`src/rtl/strng_pkg.sv`:
```
// Shared definitions for the STR random number generator consumer side.
package strng_pkg;

  // Reader FSM encoding; kept fixed so software-visible debug taps stay stable.
  typedef enum logic [1:0] {
    ST_WARMUP = 2'd0,
    ST_RUN    = 2'd1,
    ST_FAIL   = 2'd2
  } state_t;

  // Default parameter values for the reader and its health monitors.
  localparam int unsigned RAW_W_DEF     = 8;
  localparam int unsigned OUT_W_DEF     = 32;
  localparam int unsigned WARMUP_DEF    = 64;
  localparam int unsigned RCT_LIMIT_DEF = 32;

endpackage

```
`src/rtl/strng_rct.sv`:
```
// Repetition-count health test: flags a run of LIMIT identical bits.
// The trip is combinational so the owner can react on the same edge that
// counts the LIMIT-th repeat.
module strng_rct
  import strng_pkg::*;
#(
  parameter int unsigned LIMIT = RCT_LIMIT_DEF
) (
  input  logic clk,
  input  logic rstn,
  input  logic fb,
  input  logic en,
  output logic trip
);

  localparam int unsigned CW = $clog2(LIMIT + 1);

  logic [CW-1:0] run_cnt;
  logic          prev_fb;
  logic          same;

  // A zero count means no bit has been seen yet, so the first bit starts a run.
  assign same = (run_cnt != '0) && (fb == prev_fb);
  assign trip = en && same && (run_cnt == CW'(LIMIT - 1));

  // Track the previous bit and the length of the current run.
  always_ff @(posedge clk) begin
    if (!rstn) begin
      run_cnt <= '0;
      prev_fb <= 1'b0;
    end else if (en) begin
      prev_fb <= fb;
      run_cnt <= same ? run_cnt + 1'b1 : CW'(1);
    end
  end

endmodule

```
`src/rtl/strng_reader.sv`:
```
// STR TRNG consumer: folds the raw bus to one bit per clock, health-tests it,
// von Neumann debiases it and packs the survivors into OUT_W-bit words
// delivered over valid/ready. An entropy failure latches a sticky alarm.
module strng_reader
  import strng_pkg::*;
#(
  parameter int unsigned RAW_W     = RAW_W_DEF,
  parameter int unsigned OUT_W     = OUT_W_DEF,
  parameter int unsigned WARMUP    = WARMUP_DEF,
  parameter int unsigned RCT_LIMIT = RCT_LIMIT_DEF
) (
  input  logic             clk,
  input  logic             rstn,
  input  logic [RAW_W-1:0] rnd_data,
  output logic [OUT_W-1:0] out_data,
  output logic             out_valid,
  input  logic             out_ready,
  output logic             ready_st,
  output logic             alarm
);

  localparam int unsigned WCW = $clog2(WARMUP + 1);
  localparam int unsigned BCW = $clog2(OUT_W);

  state_t           state;
  state_t           state_nx;
  logic [RAW_W-1:0] raw_q;
  logic             raw_vld;
  logic             fb;
  logic             consume;
  logic             trip;
  logic [WCW-1:0]   wu_cnt;
  logic             warm_done;
  logic             phase;
  logic             first_q;
  logic             run_bit;
  logic             emit;
  logic [BCW-1:0]   bit_cnt;
  logic [OUT_W-1:0] word_q;
  logic [OUT_W-1:0] word_nx;
  logic             complete;
  logic             accept;
  logic             load;

  // Input stage: register the raw bus; raw_vld marks that raw_q holds a real sample.
  always_ff @(posedge clk) begin
    // NOTE: every clocked block uses <= so all registers see pre-edge values.
    if (!rstn) begin
      raw_q   <= '0;
      raw_vld <= 1'b0;
    end else begin
      raw_q   <= rnd_data;
      raw_vld <= 1'b1;
    end
  end

  assign fb      = ^raw_q;
  assign consume = raw_vld && (state != ST_FAIL);

  strng_rct #(
    .LIMIT (RCT_LIMIT)
  ) u_rct (
    .clk  (clk),
    .rstn (rstn),
    .fb   (fb),
    .en   (consume),
    .trip (trip)
  );

  assign warm_done = consume && (state == ST_WARMUP) && (wu_cnt == WCW'(WARMUP - 1));

  // FSM state register.
  always_ff @(posedge clk) begin
    if (!rstn) state <= ST_WARMUP;
    else       state <= state_nx;
  end

  // FSM next state: a health trip wins over the warm-up exit.
  always_comb begin
    // NOTE: default assignment first so no path leaves state_nx unassigned (no latch).
    state_nx = state;
    case (state)
      ST_WARMUP: if (trip) state_nx = ST_FAIL;
                 else if (warm_done) state_nx = ST_RUN;
      ST_RUN:    if (trip) state_nx = ST_FAIL;
      ST_FAIL:   state_nx = ST_FAIL;
      default:   state_nx = ST_FAIL;
    endcase
  end

  // FSM outputs decoded from the registered state.
  always_comb begin
    ready_st = (state == ST_RUN);
    alarm    = (state == ST_FAIL);
  end

  // Warm-up discard counter; it stops once RUN is reached.
  always_ff @(posedge clk) begin
    if (!rstn) begin
      wu_cnt <= '0;
    end else if (consume && (state == ST_WARMUP) && !trip) begin
      wu_cnt <= wu_cnt + 1'b1;
    end
  end

  // Corrector: the second bit of a differing pair emits the first bit.
  assign run_bit  = consume && (state == ST_RUN) && !trip;
  assign emit     = run_bit && phase && (first_q != fb);
  assign complete = emit && (bit_cnt == BCW'(OUT_W - 1));
  assign accept   = out_valid && out_ready;
  assign load     = complete && (!out_valid || out_ready);

  // Packer input: the word as it will look with the emitted bit placed at bit_cnt.
  always_comb begin
    word_nx          = word_q;
    word_nx[bit_cnt] = first_q;
  end

  // Corrector phase and packer; a trip clears any partial pair or word.
  always_ff @(posedge clk) begin
    if (!rstn || trip) begin
      phase   <= 1'b0;
      first_q <= 1'b0;
      bit_cnt <= '0;
      word_q  <= '0;
    end else if (run_bit) begin
      phase <= ~phase;
      if (!phase) first_q <= fb;
      if (emit) begin
        word_q  <= word_nx;
        // A completed word restarts the count whether it was loaded or dropped.
        bit_cnt <= complete ? '0 : bit_cnt + 1'b1;
      end
    end
  end

  // Output register: holds a word until accepted; a trip scrubs it.
  always_ff @(posedge clk) begin
    if (!rstn || trip) begin
      out_data  <= '0;
      out_valid <= 1'b0;
    end else if (load) begin
      out_data  <= word_nx;
      out_valid <= 1'b1;
    end else if (accept) begin
      out_valid <= 1'b0;
    end
  end

endmodule
```
`config.mk`:
```
export PLATFORM = sky130hd
export DESIGN_NAME = strng_reader
export DESIGN_NICKNAME = d
export VERILOG_FILES = /design/src/rtl/strng_pkg.sv /design/src/rtl/strng_rct.sv /design/src/rtl/strng_reader.sv
export SDC_FILE = /design/constraint.sdc
export NUM_CORES = 1
export LEC_CHECK = 0
export CAP_MARGIN = 25
export CORE_ASPECT_RATIO = 1.4
export CORE_UTILIZATION = 50
export DETAILED_ROUTE_END_ITERATION = 8
export PLACE_DENSITY = 0.79
export SLEW_MARGIN = 20
export SYNTH_ARGS = -nofsm -noshare
export SYNTH_HDL_FRONTEND = slang
export SYNTH_SLANG_ARGS = --single-unit
```
`constraint.sdc`:
```
create_clock -name clk -period 4.56 [get_ports clk]
set_input_delay 0.684 -clock clk [delete_from_list [all_inputs] [get_ports clk]]
set_output_delay 0.684 -clock clk [all_outputs]
set_load 0.005 [all_outputs]
```
# Word-level counts from Yosys, hierarchy flattened
# Cells that the tools add are included.
word_totals:
  input_bits: 11
  out_inout_bits: 35
  register_bits: 97
  word_cells: 67
classes:
  order_cmp: 2
  n_mux: 12
  n_reduce_logical: 27
  bitwise: 1
  n_eq_ne: 10
  addsub: 3
ops:
  columns: ["op", "n"]
  rows:
  - ["$bwmux W32", 1]
  - ["$logic_and A1 B1 Y1", 15]
  - ["$reduce_xor A8 Y1", 1]
  - ["$add A7 B1 Y7 const B", 1]
  - ["$eq A7 B6 Y1 const B", 1]
  - ["$add A6 B1 Y6 const B", 1]
  - ["$eq A6 B5 Y1 const B", 1]
  - ["$lt A5 B6 Y1 const B", 1]
  - ["$mux W2", 3]
  - ["$mux W6", 1]
  - ["$reduce_and A2 Y1", 3]
  - ["$reduce_bool A6 Y1", 1]
  - ["$add A5 B1 Y5 const B", 1]
  - ["$demux W1 S5", 1]
  - ["$eq A5 B5 Y1 const B", 1]
  - ["$ge A5 B1 Y1 const B", 1]
  - ["$mux W5", 1]
  - ["$mux W1", 4]
  - ["$pmux W2 S2", 1]
  - ["$logic_not A1 Y1", 3]
  - ["$ne A3 B3 Y1 const B", 1]
  - ["$eq A2 B1 Y1 const B", 1]
  - ["$eq A2 B2 Y1 const B", 1]
  - ["$logic_not A2 Y1", 1]
  - ["other kinds (7)", 8]

# Logic depth before layout (Yosys ltp)
logic_depth:
  word_depth: 12
  depth_mapped: 10
  ltp_nobuf: 8

# By module
# Synthesis repeated with hierarchy kept, for this count alone.
unflattened:
  hier_cells: 485
  hier_area_um2: 4571.9
modules_own_cells:
  columns: ["module", "seq_area_each_um2", "area_each_um2", "instances", "cells_per_inst"]
  rows:
  - ["strng_reader", 1801.7, 4140.2, 1, 440]
  - ["strng_rct", 140.1, 431.7, 1, 45]

# Worst setup path before layout
# OpenSTA, ideal clock, no wires.
synth_path:
  path_type: "flip-flop to flip-flop"
  start: "register bit_cnt[0]"
  end: "register out_data[15]"
  setup_slack_ns: 1.989
  setup_time_ns: 0.137
  required_time_ns: 4.423
  period_less_slack_ns: 2.571
  path_stages_with_launch: 10
  path_buffers: 2
  arrival_ns: 2.433
  cell_sequence: "dfxtp_1 -> ha_1 -> clkbuf_1 -> and3_1 -> ha_1 -> nand3_1 -> or3b_2 -> mux2i_4 -> clkbuf_1 -> a211oi_1"
synth_between:
  elab_chain_len: 5
  word_cells_on_any_way: 9
  cone_classes: "order compare (2); eq/ne (1); mux (3); reduce/logical (3)"
synth_rtl:
  columns: ["item", "line_no", "source"]
  rows:
  - ["from (decl)", "strng_reader.sv:38", "logic [BCW-1:0] bit_cnt;"]
  - ["from (signal assigned)", "strng_reader.sv:132", "bit_cnt <= complete ? '0 : bit_cnt + 1'b1;"]
  - ["$lt A5 B6 Y1 (not written as such) or $ge A5 B1 Y1 (tied branches)", "strng_reader.sv:116", "word_nx[bit_cnt] = first_q;"]
  - ["$logic_and A1 B1 Y1 (not written as such)", "strng_reader.sv:116", null]
  - ["$mux W1 (not written as such)", "strng_reader.sv:116", null]
  - ["$demux W1 S5", "strng_reader.sv:116", null]
  - ["$bwmux W32", "strng_reader.sv:116", null]
  - ["to (signal assigned)", "strng_reader.sv:143", "out_data <= word_nx;"]
  - ["to (decl)", "strng_reader.sv:15", "output logic [OUT_W-1:0] out_data,"]
# Parallel ways exist; a longest one is shown, timed or not.
# A chain may end at the register's enable or synchronous reset.

# Final worst setup path
layout_path:
  start: "register bit_cnt[0]"
  end: "register out_data[23]"
# Same word-level chain as after synthesis.

==> flow_summary.ini <==
[pwr]
p_int_mw = 1.37
peakVddDrop_v = 0.000226
switchingPower_uw = 384
p_leak_nw = 1.92
seq_power_share_pct = 49.3
powerDensity_mw_per_mm2 = 337
pwr-share-comb_pct = 7.3
swShare_pct = 21.9
pwr-share-clk_pct = 43.4

[sta]
tns_ps = 0
fmax_mhz = 318
worstMarginPinSlew_ps = 729
fin_skew_ps = 7.89
timing.slew.headroom_pct = 51.0
rsz0062_at_grt = no
finalMaxSlewViolations = 0
final-hold-violation-count = 0
finalSetupViolations = 0
fin_crit_ps = 3140
fin_crit_sh_pct = 68.9

[critical_path]
crit_slowest_cell = buf_4
cp_top_family = simple AND/OR/NAND/NOR gates
r2r_end = out_data[23]
critPathLaunchType = flop
crit_chain = ha_1 > and3_1 > ha_1 > nand3_1 > or3b_2 > mux2i_4 > buf_4 > nor2_1 > a211oi_1
critPathArrivalTime_ps = 3390
cp.depth = 9
critPathCaptureType = flop
rr_worst_depth = 9
crit_path_frequent_cell = ha_1
worstPathMaxFanout = 64
endpoint = out_data[23]
reg2reg_from = bit_cnt[0]
slowest_delay_ps = 500
crit_type = reg -> reg
crit_required_ps = 4810
startpoint = bit_cnt[0]
rrSetupSlack_ps = 1420
cp_num_buf_inv = 1

[global_routing]
use_met1_pct = 22.3
grt_use_total_pct = 20.6
grt_pass1_wl_mm = 14.9
met3_usage_pct = 5.42
grt_pass1_vias = 3380
met2_usage_pct = 36.6
grt_busiest_layer = met2
grt_max_degree = 74
antenna_found_initial = 0
grt_overflow = 0

[yosys]
yosysTopAreaCellShare_pct = 43.0
synth-warning-count = 0
syn_area_mm2 = 0.00451
ys_types = 56
avgSynthCellArea_um2 = 9.44
synth_edf_count = 0
ys_ff_latch = 97
seq_area_frac_synth_pct = 43.0
yosys.area.top_type = dfxtp_1
synth_area_leaders = dfxtp_1 43%, mux2i_1 8.4%, a211oi_1 8.2%
synth_ff_type = dfxtp_1
synth_nets = 497
synthArstFlopShare_pct = 0
netlist_instances = 478

[clocking]
clkTransAtPathRegs_ps = 60
post_cts.resized_instances = 0
cts_buffers = 9
cts_tree = done
post_cts_buffers = 0
htreeDepth = 3
root_buffer = clkbuf_16
clk_path_buf_depth = 2
insertion_delay_ps = 340
cts_hold_buf = 0
cts.sinks = 97

[drt]
drc_errors = 0
postRouteWirelength_mm = 8.73
antenna_left = 0
routedWlPerCell_um = 14.3
vias_per_cell = 5.56
first_pass_iters = 4
vias = 3399
drtIter0Drc = 196

[final_layout]
utilization_pct = 60.1
drive_gt1_share_pct = 8.89
instances_no_fill = 611
multiInputGateArea_mm2 = 0.00234
final_common_cell = dfxtp_1
fillerInstances = 764
nets = 521
antenna_cells = 0
layout.cells.most_common_list = 97 x dfxtp_1, 76 x nor2_1, 51 x nand2_1
areaGrowthSynthToFinish_pct = 15.4
regArea_mm2 = 0.00194

[floorplanning]
dieArea_mm2 = 0.00941
core_mm2 = 0.00866
num_rows = 40
fp.dieH_um = 114
initial_core_util_pct = 52.1
pin_count = 46
chipWidth_um = 82.3

[placement]
dp_cells = 596
dpl.hpwl_mm = 5.57
numPortBuffers = 45
place_congestion = 0.779

[min_path]
hold_class = reg -> reg
worstHoldStart = wu_cnt[4]

[outcome]
status = finished, final reports clean

[flow_run]
maxCapViolations = 0
==> cells in the mapped netlist (8+ instances only) <==
cell	count
clkbuf_1	17
ha_1	8
a211oi_2	16
and2_1	12
nand2b_1	8
dfxtp_1	97
nor2_1	76
nand3_1	9
a21oi_1	10
a211oi_1	49
buf_2	10
mux2i_1	38
nand2_1	51
==> metal layers <==
layer / part of all wire (%) / vias to the layer above
li1: - / 1731
met1: 43 / 1608
met2: 52 / 48
met3: 2.8 / 12
met4: 1.8 / 0
met5: 0 / -
==> worst min-delay path by stage <==
stage / depth (start not counted) / to
2_1_floorplan: 2 / wu_cnt[4]
3_3_place_gp: 2 / wu_cnt[4]
3_5_place_dp: 2 / wu_cnt[4]
5_1_grt: 2 / wu_cnt[4]
4_1_cts: 2 / wu_cnt[4]
6_report: 2 / wu_cnt[4]
==> cell families after synthesis <==
logic type | count (synthesis) | synth area share (%)
simple gates | 193 | 20.8
buf+inv | 40 | 5.02
mux | 40 | 9.26
flops | 97 | 43.0
fa+ha+maj | 8 | 2.22
compound gates | 88 | 15.9
xor+xnor | 12 | 3.77
==> worst register-to-register path, cell delays in order (launching register included) <==
cell and delay [ps]:
dfxtp_1 440, ha_1 430, and3_1 220, ha_1 320
nand3_1 130, or3b_2 490, mux2i_4 150, buf_4 500
nor2_1 140, a211oi_1 230
==> metrics by stage <==
step / hold slack (ps) / instance area (µm²) / power, mW / setup WS (ps)
2_1_floorplan: 439 / 4510 / 0.985 / 1990
3_3_place_gp: 451 / 4910 / 1.01 / 1640
3_5_place_dp: 467 / 4910 / 1.01 / 1420
4_1_cts: 476 / 5210 / 1.77 / 1370
5_1_grt: 509 / 5210 / 1.82 / 1140
6_report: 478 / 5210 / 1.75 / 1420
==> area by class of cell <==
type	instances	area share, %
clock buffers	13	5.00
well taps	105	2.52
flip-flops and latches	97	37.3
multi-input cells	341	45.0
clock inverters	2	0.721
repair buffers	48	9.08
inverters	5	0.360
==> power groups by stage <==
stage               combinational [mW]  sequential, mW  clock, mW
finish                           0.129           0.863      0.761
global route                     0.141           0.863      0.811
CTS                              0.130           0.863      0.773
detailed placement               0.128           0.882          0
global placement                 0.125           0.881          0
floorplan                        0.105           0.880          0
==> state kept, by name (all words and copies together), names as in the netlist, 2 cells and up <==
register and cells:
u_rct.run_cnt 6, bit_cnt 5, word_q 32, out_data 32, raw_q 8, wu_cnt 7
state 2
(Power assumes the default switching activity.)
